File: src/rtl/seg7_scan_decoder.sv
// Receive-side decoder for a multiplexed active-low 7-segment bus: qualifies each
// scanned digit for STABLE_CYCLES samples and assembles a frame of hex nibbles.
module seg7_scan_decoder #(
  parameter int NUM_DIGITS    = 4,
  parameter int STABLE_CYCLES = 4
) (
  input  logic                    clk,
  input  logic                    rst_n,
  input  logic [6:0]              seg_n,
  input  logic [NUM_DIGITS-1:0]   dig_n,
  output logic [4*NUM_DIGITS-1:0] frame_value,
  output logic                    frame_valid,
  output logic                    frame_err,
  output logic [NUM_DIGITS-1:0]   digit_err
);

  localparam int CW = $clog2(STABLE_CYCLES + 1);
  localparam logic [CW-1:0] CMAX = CW'(STABLE_CYCLES);
  localparam logic [NUM_DIGITS-1:0] DONE = NUM_DIGITS'(1);

  logic [6:0]              prev_seg_reg;
  logic [NUM_DIGITS-1:0]   prev_dig_reg;
  logic [CW-1:0]           cnt_reg, cnt_next;
  logic [3:0]              slot_reg [NUM_DIGITS];
  logic [3:0]              slot_next [NUM_DIGITS];
  logic [NUM_DIGITS-1:0]   err_reg, err_next;
  logic [NUM_DIGITS-1:0]   cap_reg, cap_next, cap_or;
  logic [4*NUM_DIGITS-1:0] frame_value_reg, slot_packed;
  logic                    frame_valid_reg, frame_err_reg;
  logic [NUM_DIGITS-1:0]   digit_err_reg;

  logic [6:0]              seg;
  logic [3:0]              nibble;
  logic                    illegal;
  logic [NUM_DIGITS-1:0]   dig_act, hit;
  logic                    sel_valid, changed, capture, frame_done;

  assign seg     = ~seg_n;
  assign dig_act = ~dig_n;
  // Exactly one active enable: nonzero and clearing its lowest set bit leaves zero.
  assign sel_valid = (dig_act != '0) && ((dig_act & (dig_act - DONE)) == '0);
  assign changed   = (seg_n != prev_seg_reg) || (dig_n != prev_dig_reg);

  always_comb begin
    nibble  = 4'h0;
    illegal = 1'b0;
    case (seg)
      7'h3F: nibble = 4'h0;
      7'h06: nibble = 4'h1;
      7'h5B: nibble = 4'h2;
      7'h4F: nibble = 4'h3;
      7'h66: nibble = 4'h4;
      7'h6D: nibble = 4'h5;
      7'h7D: nibble = 4'h6;
      7'h07: nibble = 4'h7;
      7'h7F: nibble = 4'h8;
      7'h67: nibble = 4'h9;
      7'h77: nibble = 4'hA;
      7'h7C: nibble = 4'hB;
      7'h58: nibble = 4'hC;
      7'h5E: nibble = 4'hD;
      7'h79: nibble = 4'hE;
      7'h71: nibble = 4'hF;
      default: illegal = 1'b1;
    endcase
  end

  always_comb begin
    cnt_next = '0;
    if (sel_valid) begin
      if (changed)
        cnt_next = CW'(1);
      else if (cnt_reg < CMAX)
        cnt_next = cnt_reg + 1'b1;
      else
        cnt_next = cnt_reg;
    end
  end

  // A change edge reaching CMAX only happens when STABLE_CYCLES is 1.
  assign capture    = sel_valid && (cnt_next == CMAX) && (changed || (cnt_reg != CMAX));
  assign hit        = capture ? dig_act : '0;
  assign cap_or     = cap_reg | hit;
  assign frame_done = capture && (&cap_or);
  assign cap_next   = frame_done ? '0 : cap_or;

  for (genvar gi = 0; gi < NUM_DIGITS; gi++) begin : g_slot
    assign slot_next[gi]          = hit[gi] ? nibble : slot_reg[gi];
    assign err_next[gi]           = hit[gi] ? illegal : err_reg[gi];
    assign slot_packed[4*gi +: 4] = slot_next[gi];
  end

  always_ff @(posedge clk) begin
    if (!rst_n) begin
      prev_seg_reg    <= 7'h7F;
      prev_dig_reg    <= '1;
      cnt_reg         <= '0;
      err_reg         <= '0;
      cap_reg         <= '0;
      frame_value_reg <= '0;
      frame_valid_reg <= 1'b0;
      frame_err_reg   <= 1'b0;
      digit_err_reg   <= '0;
      for (int i = 0; i < NUM_DIGITS; i++) slot_reg[i] <= 4'h0;
    end else begin
      prev_seg_reg    <= seg_n;
      prev_dig_reg    <= dig_n;
      cnt_reg         <= cnt_next;
      err_reg         <= err_next;
      cap_reg         <= cap_next;
      frame_valid_reg <= frame_done;
      for (int i = 0; i < NUM_DIGITS; i++) slot_reg[i] <= slot_next[i];
      if (frame_done) begin
        frame_value_reg <= slot_packed;
        digit_err_reg   <= err_next;
        frame_err_reg   <= |err_next;
      end
    end
  end

  assign frame_value = frame_value_reg;
  assign frame_valid = frame_valid_reg;
  assign frame_err   = frame_err_reg;
  assign digit_err   = digit_err_reg;

endmodule
File: config.mk
export PLATFORM = sky130hd
export DESIGN_NAME = seg7_scan_decoder
export DESIGN_NICKNAME = d
export VERILOG_FILES = /design/src/rtl/seg7_scan_decoder.sv
export SDC_FILE = /design/constraint.sdc
export NUM_CORES = 1
export LEC_CHECK = 0
export CORE_MARGIN = 2
export CORE_UTILIZATION = 50
export DETAILED_ROUTE_END_ITERATION = 6
export GPL_TIMING_DRIVEN = 1
export PLACE_DENSITY = 0.7
export SLEW_MARGIN = 30
export SYNTH_ARGS = -nofsm -noshare
export SYNTH_HDL_FRONTEND = slang
export SYNTH_SLANG_ARGS = --single-unit
File: constraint.sdc
create_clock -name clk -period 4.7 [get_ports clk]
set_input_delay 0.705 -clock clk [delete_from_list [all_inputs] [get_ports clk]]
set_output_delay 0.705 -clock clk [all_outputs]
set_load 0.01 [all_outputs]
==> results of run 1 <==
## per-stage QoR
stage                     total power [mW]  util (%)  cells
after floorplan                      0.588         -    307
after global placement               0.611      58.1    398
after detailed placement             0.613      58.1    398
after CTS                             1.13      62.2    414
after global routing                  1.16      62.2    414
final                                 1.12      62.2    414
## layout by cell type, fill, tap and decap left out, drive strengths merged, types with 8 or more instances in the layout
master and instances:
clkbuf 9, mux2i 16, o211ai 8, inv 10, nor2 34, nor3 10
xor2 12, dfxtp 60, nand2b 15, clkdlybuf4s50 34, o22ai 13, a21oi 10
nand2 28
## worst min-delay path: cells and delay by family, from the launching register on
kind            cells  cell delay, ns
simple gates        1            0.05
compound gates      1            0.05
flops               1            0.31
## cells in the mapped netlist (all sizes together), types with 8 or more instances
master  count
a21oi      10
buf        12
dfxtp      60
inv         9
mux2i      16
nand2      28
nand2b     15
nor2       34
nor3       10
o211ai      8
o22ai      13
xor2       12
## layer usage
| layer | vias to the layer above | part of all wire, % | GRT usage, % |
|---|---|---|---|
| li1 | 1157 | - | - |
| met1 | 1036 | 48 | 28.3 |
| met2 | 67 | 45 | 31.7 |
| met3 | 12 | 4.9 | 4.77 |
| met4 | 0 | 1.7 | 9.14 |
| met5 | - | 0 | 0 |
## cells by family after synthesis
group,Yosys count
and+or+nand+nor,123
muxes,16
buffers and inverters,28
xor gates and xnor gates,14
AOI/OAI and AO/OA,64
DFF,60
adders and majority gates,2
## final cells by class
cell class | count | share of cell area [%]
Multi-Input combinational cell | 219 | 43.8
Sequential cell | 60 | 35.3
Timing Repair Buffer | 37 | 10.7
Clock buffer | 9 | 3.64
Clock inverter | 7 | 2.90
Tap cell | 72 | 2.65
Inverter | 10 | 1.10
## path summary, 6_finish.rpt
check                                     start              end  cells after the start
worst max-delay path                   dig_n[0]   frame_value[9]                      8
worst min-delay path            frame_value[12]  frame_value[12]                      2
worst max register to register       cnt_reg[0]   frame_value[9]                      9
worst min register to register  frame_value[12]  frame_value[12]                      2
## power groups by stage
stage / Combinational, mW / Sequential [mW] / Clock (mW)
floorplan: 0.0607 / 0.528 / 0
global placement: 0.0833 / 0.528 / 0
detailed placement: 0.0845 / 0.528 / 0
CTS: 0.0850 / 0.516 / 0.532
global route: 0.0933 / 0.517 / 0.553
finish: 0.0848 / 0.516 / 0.522
==> run summary, run 1 <==
In this run, post-CTS repair resized a total of 0 instances. The critical path is of the input port to flip-flop type. Buffers inserted during clock tree synthesis total 9.

The number of nets in the synthesized netlist is 322. The number of I/O port buffers is 34. The filler cell count came out at 504. The required time reported for the critical path endpoint is 4.97 ns.

Across the whole layout, storage elements account for 0.00120 mm². The share of synthesized area in the top cell type comes to 42.6%. The buffers plus inverters on the worst setup path came out at 2.

The summed negative setup slack over all endpoints came out at 0 ns. The average cell area after synthesis came out at 9.19 µm². Clock tree synthesis found a total of 60 sinks. The global-route usage over all layers is 20.9%. The mux cell area share after synthesis is 5.67%.

The fraction of power spent switching nets came out at 24.8%. The distinct cell type count of the synthesized netlist came out at 54. The sequential fraction of design power is 46.0%. The worst-case headroom to the max-slew limit came out at 48.6%. The TritonCTS clock tree is done. The critical path's top delay family is simple AND/OR/NAND/NOR gates. The power density over the cells is 330 mW/mm². The worst setup slack for register-to-register paths is 2.03 ns. Summing over every cut layer, the via total after detailed routing is 2272. The footprint of the multi-input gates is 0.00149 mm². The placed wire-length estimate after detailed placement is 4.15 mm.

By area, the combinational part of the netlist is dominated by simple AND/OR/NAND/NOR gates. In this run the worst path has a maximum fanout of 14. The number of diodes added for antenna fixing came out at 0. Across the run, the number of max-cap violations was 0. The boundary pin count came out at 35. The reported net switching power is 279 µW. The setup violation total in the final timing report came out at 0.

The most common flop cell mapped by yosys is sky130_fd_sc_hd__dfxtp_1. From left edge to right edge, the die measures 79.1 µm. After floorplanning, the core was divided into 27 placement rows.

Derived from the worst setup path, the maximum achievable clock frequency is 314 MHz. STA classifies the critical path endpoint as a flip-flop. The xor/xnor share of the synthesized area is 4.61%. Clock-pin slew was measured on the worst setup and hold paths at 0.08 ns. In this run the deepest clock path goes through 2 buffers.

The count of nets left with antenna violations after detail routing came out at 0. The wire length after detailed routing is 6.04 mm. For this design, the CTS-stage hold fixing added 0 buffers. The first-pass iteration count of the detailed router came out at 4. Relative to the synthesized area, the layout overhead comes to 20.6%. The die area came out at 0.00626 mm².

The largest single stage delay on the critical path is 0.77 ns. The worst-case hold slack is 0.451 ns. The static leakage is 1.21 nW. Traced cell by cell, the critical path runs through clkdlybuf4s50_1, xor2_1, nor4_4, nand4_2, nor3_2, buf_4, nand2_1, o22ai_1. The core outline area came out at 0.00547 mm². Ranked by total cell area, the synthesized netlist is headed by sky130_fd_sc_hd__dfxtp_1 (43%), sky130_fd_sc_hd__mux2i_1 (5.7%), sky130_fd_sc_hd__nor2_1 (4.5%). The data arrival time of the worst path came out at 3.46 ns. The buffer count from post-CTS setup fixing came out at 0. The slowest library cell on the worst path is sky130_fd_sc_hd__clkdlybuf4s50_1. The number of global-route vias before repair is 2079.

The number of flip-flops and latches in the synthesized netlist is 60. The cell chosen for the clock root is sky130_fd_sc_hd__clkbuf_8. Counting flops with an async set or reset pin after synthesis yields a share of 0%. The final-report hold violation count came out at 0. The internal power of the cells totals 845 µW. The synthesized design contains 0 enable-type register cells.

The clock tree synthesis step divided the H-tree into 3 levels. In this run, the combinational gates consume 7.6% of the power. The initial DRC count is 141.

The fraction of final layout cells with drive strength greater than 1 came out at 9.36%. The net count of the finished layout came out at 352. The initial antenna violation count is 0. Setup repair after global routing left no endpoint under its margin.

Summing the areas of all compound-gate instances in the mapped netlist gives 15.8% of the synthesized area. VDD sags by at most 0.247 mV. The source-to-sink clock delay at the later pin of the worst-skew pair came out at 0.34 ns. The simple logic cell fraction of the synthesized area is 25.8%. The average vias per placed instance is 5.49. The number of DRC violations after detailed routing is 0.

The most area-hungry cell type in the Yosys netlist is sky130_fd_sc_hd__dfxtp_1. Yosys printed 0 warnings. The wire length of the first global-routing pass is 10.2 mm. The area of all placed cells without fillers is 0.00340 mm². The final critical-path setup slack is 1.51 ns. The die is 79.1 µm tall. The area share of fa/ha/maj cells after synthesis is 0.887%. The routed wirelength normalized by instance count came out at 14.6 µm. The final global-route overflow total is 0. The path class of the tightest hold or removal check is flip-flop to flip-flop. STA classifies the critical path startpoint as an input port.

At the pin with the least slew margin, the transition time is 0.767 ns. The worst setup slack after placement came out at 1.15 ns. For this configuration, the core starts out at a cell density of 51.6%. The run finished with clean final reports. Summing every instance area after synthesis gives 0.00282 mm². The worst path in the final design needs a cycle of 3.19 ns, including I/O delays and setup.

Of the synthesized area, sequential elements account for 42.6%. The congestion estimate from routability-driven global placement came to 0.902. For the final database, setup skew stands at 0.0105 ns.

The post-route clock period utilization is 67.8%. The number of max-slew violations in the final report was 0. The proportion of power drawn by the clock network is 46.5%.

The instance count of the mapped netlist came out at 307. Summing all placed instances gives a cell area of 0.00318 mm². The largest net degree at the start of global routing came out at 32.
No activity file was read; power rests on OpenSTA's default activity.
==> inputs of run 2 (changes only) <==
clock period = 3.2 ns   (was 4.7 ns; I/O delays follow)
==> run summary, run 2 (synthesis results as in run 1) <==
The count of cells resized by post-cts repair came out at 0 (unchanged). The static leakage came out at 1.28 nW (+5.7%). The first-pass iteration count of the detailed router is 4 (unchanged). The routed wirelength normalized by instance count is 14.7 µm (+0.92%). The clock slew seen by the registers of the worst setup and hold paths was 0.07 ns (about the same). The number of DRC violations after detailed routing was 0 (unchanged). The final critical-path setup slack came out at 0.694 ns (-0.819 ns). The reported net switching power came out at 412 µW (+48%). Leaving out fill and tap cells, the most frequent cells in the layout are sky130_fd_sc_hd__dfxtp_1 (60), sky130_fd_sc_hd__nor2_1 (34), sky130_fd_sc_hd__clkdlybuf4s50_1 (34).

The deepest level of the CTS H-tree was 3 (unchanged). The summed negative setup slack over all endpoints came to 0 ns (unchanged). The TritonCTS clock tree is done. The worst-case headroom to the max-slew limit is 61.2% (+13 points). The top achievable clock speed came out at 399 MHz.

The wire length after detailed routing is 6.35 mm (+5.1%). The fraction of final layout cells with drive strength greater than 1 is 13.6% (+4.3 points). The sequential fraction of design power is 47.8% (+1.8 points). The footprint of the multi-input gates came out at 0.00149 mm² (unchanged). The power consumption came out at 1.59 mW (+41%). The library cell used most frequently in the layout, excluding fill and tap cells, is sky130_fd_sc_hd__dfxtp_1.

Setup repair after global routing left no endpoint under its margin. The worst min-delay path class is flip-flop to flip-flop. The power density over the cells is 452 mW/mm² (+37%). The initial antenna violation count is 0 (unchanged).

The initial core utilization came out at 51.6% (unchanged). The initial DRC count was 90 (-36%). The global-route usage over all layers is 22.8% (+2.0 points). The CTS sink count is 60 (unchanged). The worst-case clock buffer depth came out at 2 (unchanged). The layout-stage area growth over the synthesis result came out at 24.3%. The final core utilization was 64.1% (+1.9 points). The number of I/O port buffers came out at 34 (unchanged). The worst setup slack after placement came to 0.351 ns (-0.800 ns). The data arrival time of the worst path came out at 2.75 ns (-0.71 ns). The transition time of the tightest slew-check pin came out at 0.575 ns (-0.192 ns).

The largest net degree at the start of global routing is 31 (-3.1%). The average vias per placed instance came out at 5.46 (-0.48%). The largest fanout on the critical path came out at 7 (-7).

The final global-route overflow total came to 0 (unchanged). The number of diodes added for antenna fixing is 0 (unchanged). On the critical path, the stage with the largest delay is an instance of sky130_fd_sc_hd__clkdlybuf4s50_1. The width of the chip is 79.1 µm (unchanged). The register area came out at 0.00120 mm² (unchanged). The time the worst path needs with I/O delays and setup is 2.51 ns. The number of buffers inserted during clock tree synthesis came out at 9 (unchanged).

The buffer count from post-CTS setup fixing came to 0 (unchanged). The boundary pin count is 35 (unchanged). The core outline area came out at 0.00547 mm² (unchanged).

The class of the most critical setup path is input port to flip-flop. The post-route clock period utilization is 78.3%. The count of nets left with antenna violations after detail routing is 0 (unchanged). The wire length of the first global-routing pass came to 10.9 mm (+7.6%). The number of max-slew violations in the final report came to 0 (unchanged). The die area is 0.00626 mm² (unchanged). The filler cell count came out at 487 (-3.4%). The die outline height is 79.1 µm (unchanged). The via total after detailed routing is 2354 (+3.6%). The delay contributed by the slowest stage of the critical path came out at 0.64 ns (-0.13 ns). The run finished with clean final reports.

The fraction of power spent switching nets came to 26.0% (+1.2 points). The cts-stage hold buffer count came out at 0 (unchanged). The global placement routability congestion is 0.829 (-8.1%).

The clock tree skew after final layout came to 0.00892 ns (-0.00157 ns). The row count came out at 27 (unchanged). The source-to-sink clock delay at the later pin of the worst-skew pair is 0.35 ns (about the same). The net count of the finished layout is 369 (+4.8%).

The number of global-route vias before repair is 2289 (+10%). The worst voltage drop across the vdd grid was 0.275 mV (+11%). The setup violation total in the final timing report is 0 (unchanged). The proportion of power drawn by the clock network came out at 43.3% (-3.2 points). The cell-internal power is 1.17 mW (+39%). The worst setup path is captured at a flip-flop. The required time reported for the critical path endpoint is 3.45 ns (-1.52 ns). The critical path goes through clkdlybuf4s50_1, xor2_1, nor3_2, buf_4, and4_1, nand4_1, mux2i_1, a211oi_1. The logic gate share of total power is 8.8% (+1.2 points). The worst setup path is launched from an input port. The final-report hold violation count was 0 (unchanged).

The root buffer cell chosen for the clock tree is sky130_fd_sc_hd__clkbuf_8. The max-capacitance violation count came out at 0 (unchanged). The placed wire-length estimate after detailed placement came out at 4.37 mm (+5.3%).
[run 2: cell types whose count changed in the layout (fill, tap and decap cells not counted)]
| cell | before | now |
|---|---|---|
| sky130_fd_sc_hd__clkinvlp_4 | 1 | 2 |
| sky130_fd_sc_hd__buf_4 | 3 | 20 |
| sky130_fd_sc_hd__bufinv_16 | 2 | 1 |
[run 2: stage by stage]
stage / area (µm²) / instances / hold WS, ns
after floorplan: 2820 / 307 / 0.432
after global placement: 3310 / 415 / 0.440
after detailed placement: 3310 / 415 / 0.452
after CTS: 3510 / 431 / 0.462
after global routing: 3510 / 431 / 0.482
final: 3510 / 431 / 0.456
[run 2: power by group through the flow]
| stage | sequential (mW) | clock [mW] | combinational [mW] |
|---|---|---|---|
| 2_1_floorplan | 0.775 | 0 | 0.0892 |
| 3_3_place_gp | 0.775 | 0 | 0.138 |
| 3_5_place_dp | 0.776 | 0 | 0.139 |
| 4_1_cts | 0.759 | 0.700 | 0.140 |
| 5_1_grt | 0.759 | 0.735 | 0.155 |
| 6_report | 0.759 | 0.687 | 0.140 |
[run 2: final cells by class]
class | instances | share of cell area (%)
Inverter | 10 | 1.07
Multi-Input combinational cell | 219 | 42.5
Timing Repair Buffer | 54 | 14.0
Clock buffer | 9 | 3.53
Sequential cell | 60 | 34.2
Tap cell | 72 | 2.57
Clock inverter | 7 | 2.17
[run 2: path summary, 6_finish.rpt]
kind,to,from,slack [ns],depth (start not counted)
worst max register to register,digit_err[3],cnt_reg[0],0.71,8
worst min register to register,frame_value[4],frame_value[4],0.46,2
worst max-delay path,digit_err[3],seg_n[3],0.69,8
worst min-delay path,frame_value[4],frame_value[4],0.46,2
[run 2: per-layer routing]
layer	track usage, %	vias to the layer above	wire length (µm)
met5	0	-	0
met4	9.66	0	129
met3	6.70	14	325
met2	35.0	52	2950
met1	30.0	1104	2940
li1	-	1184	-
[run 2: critical path: cells and delay by family]
| family | cells | cell delay (ns) |
|---|---|---|
| and+or+nand+nor | 3 | 0.82 |
| buffers and inverters | 2 | 0.81 |
| AOI/OAI and AO/OA | 1 | 0.25 |
| muxes | 1 | 0.23 |
| xor gates and xnor gates | 1 | 0.15 |
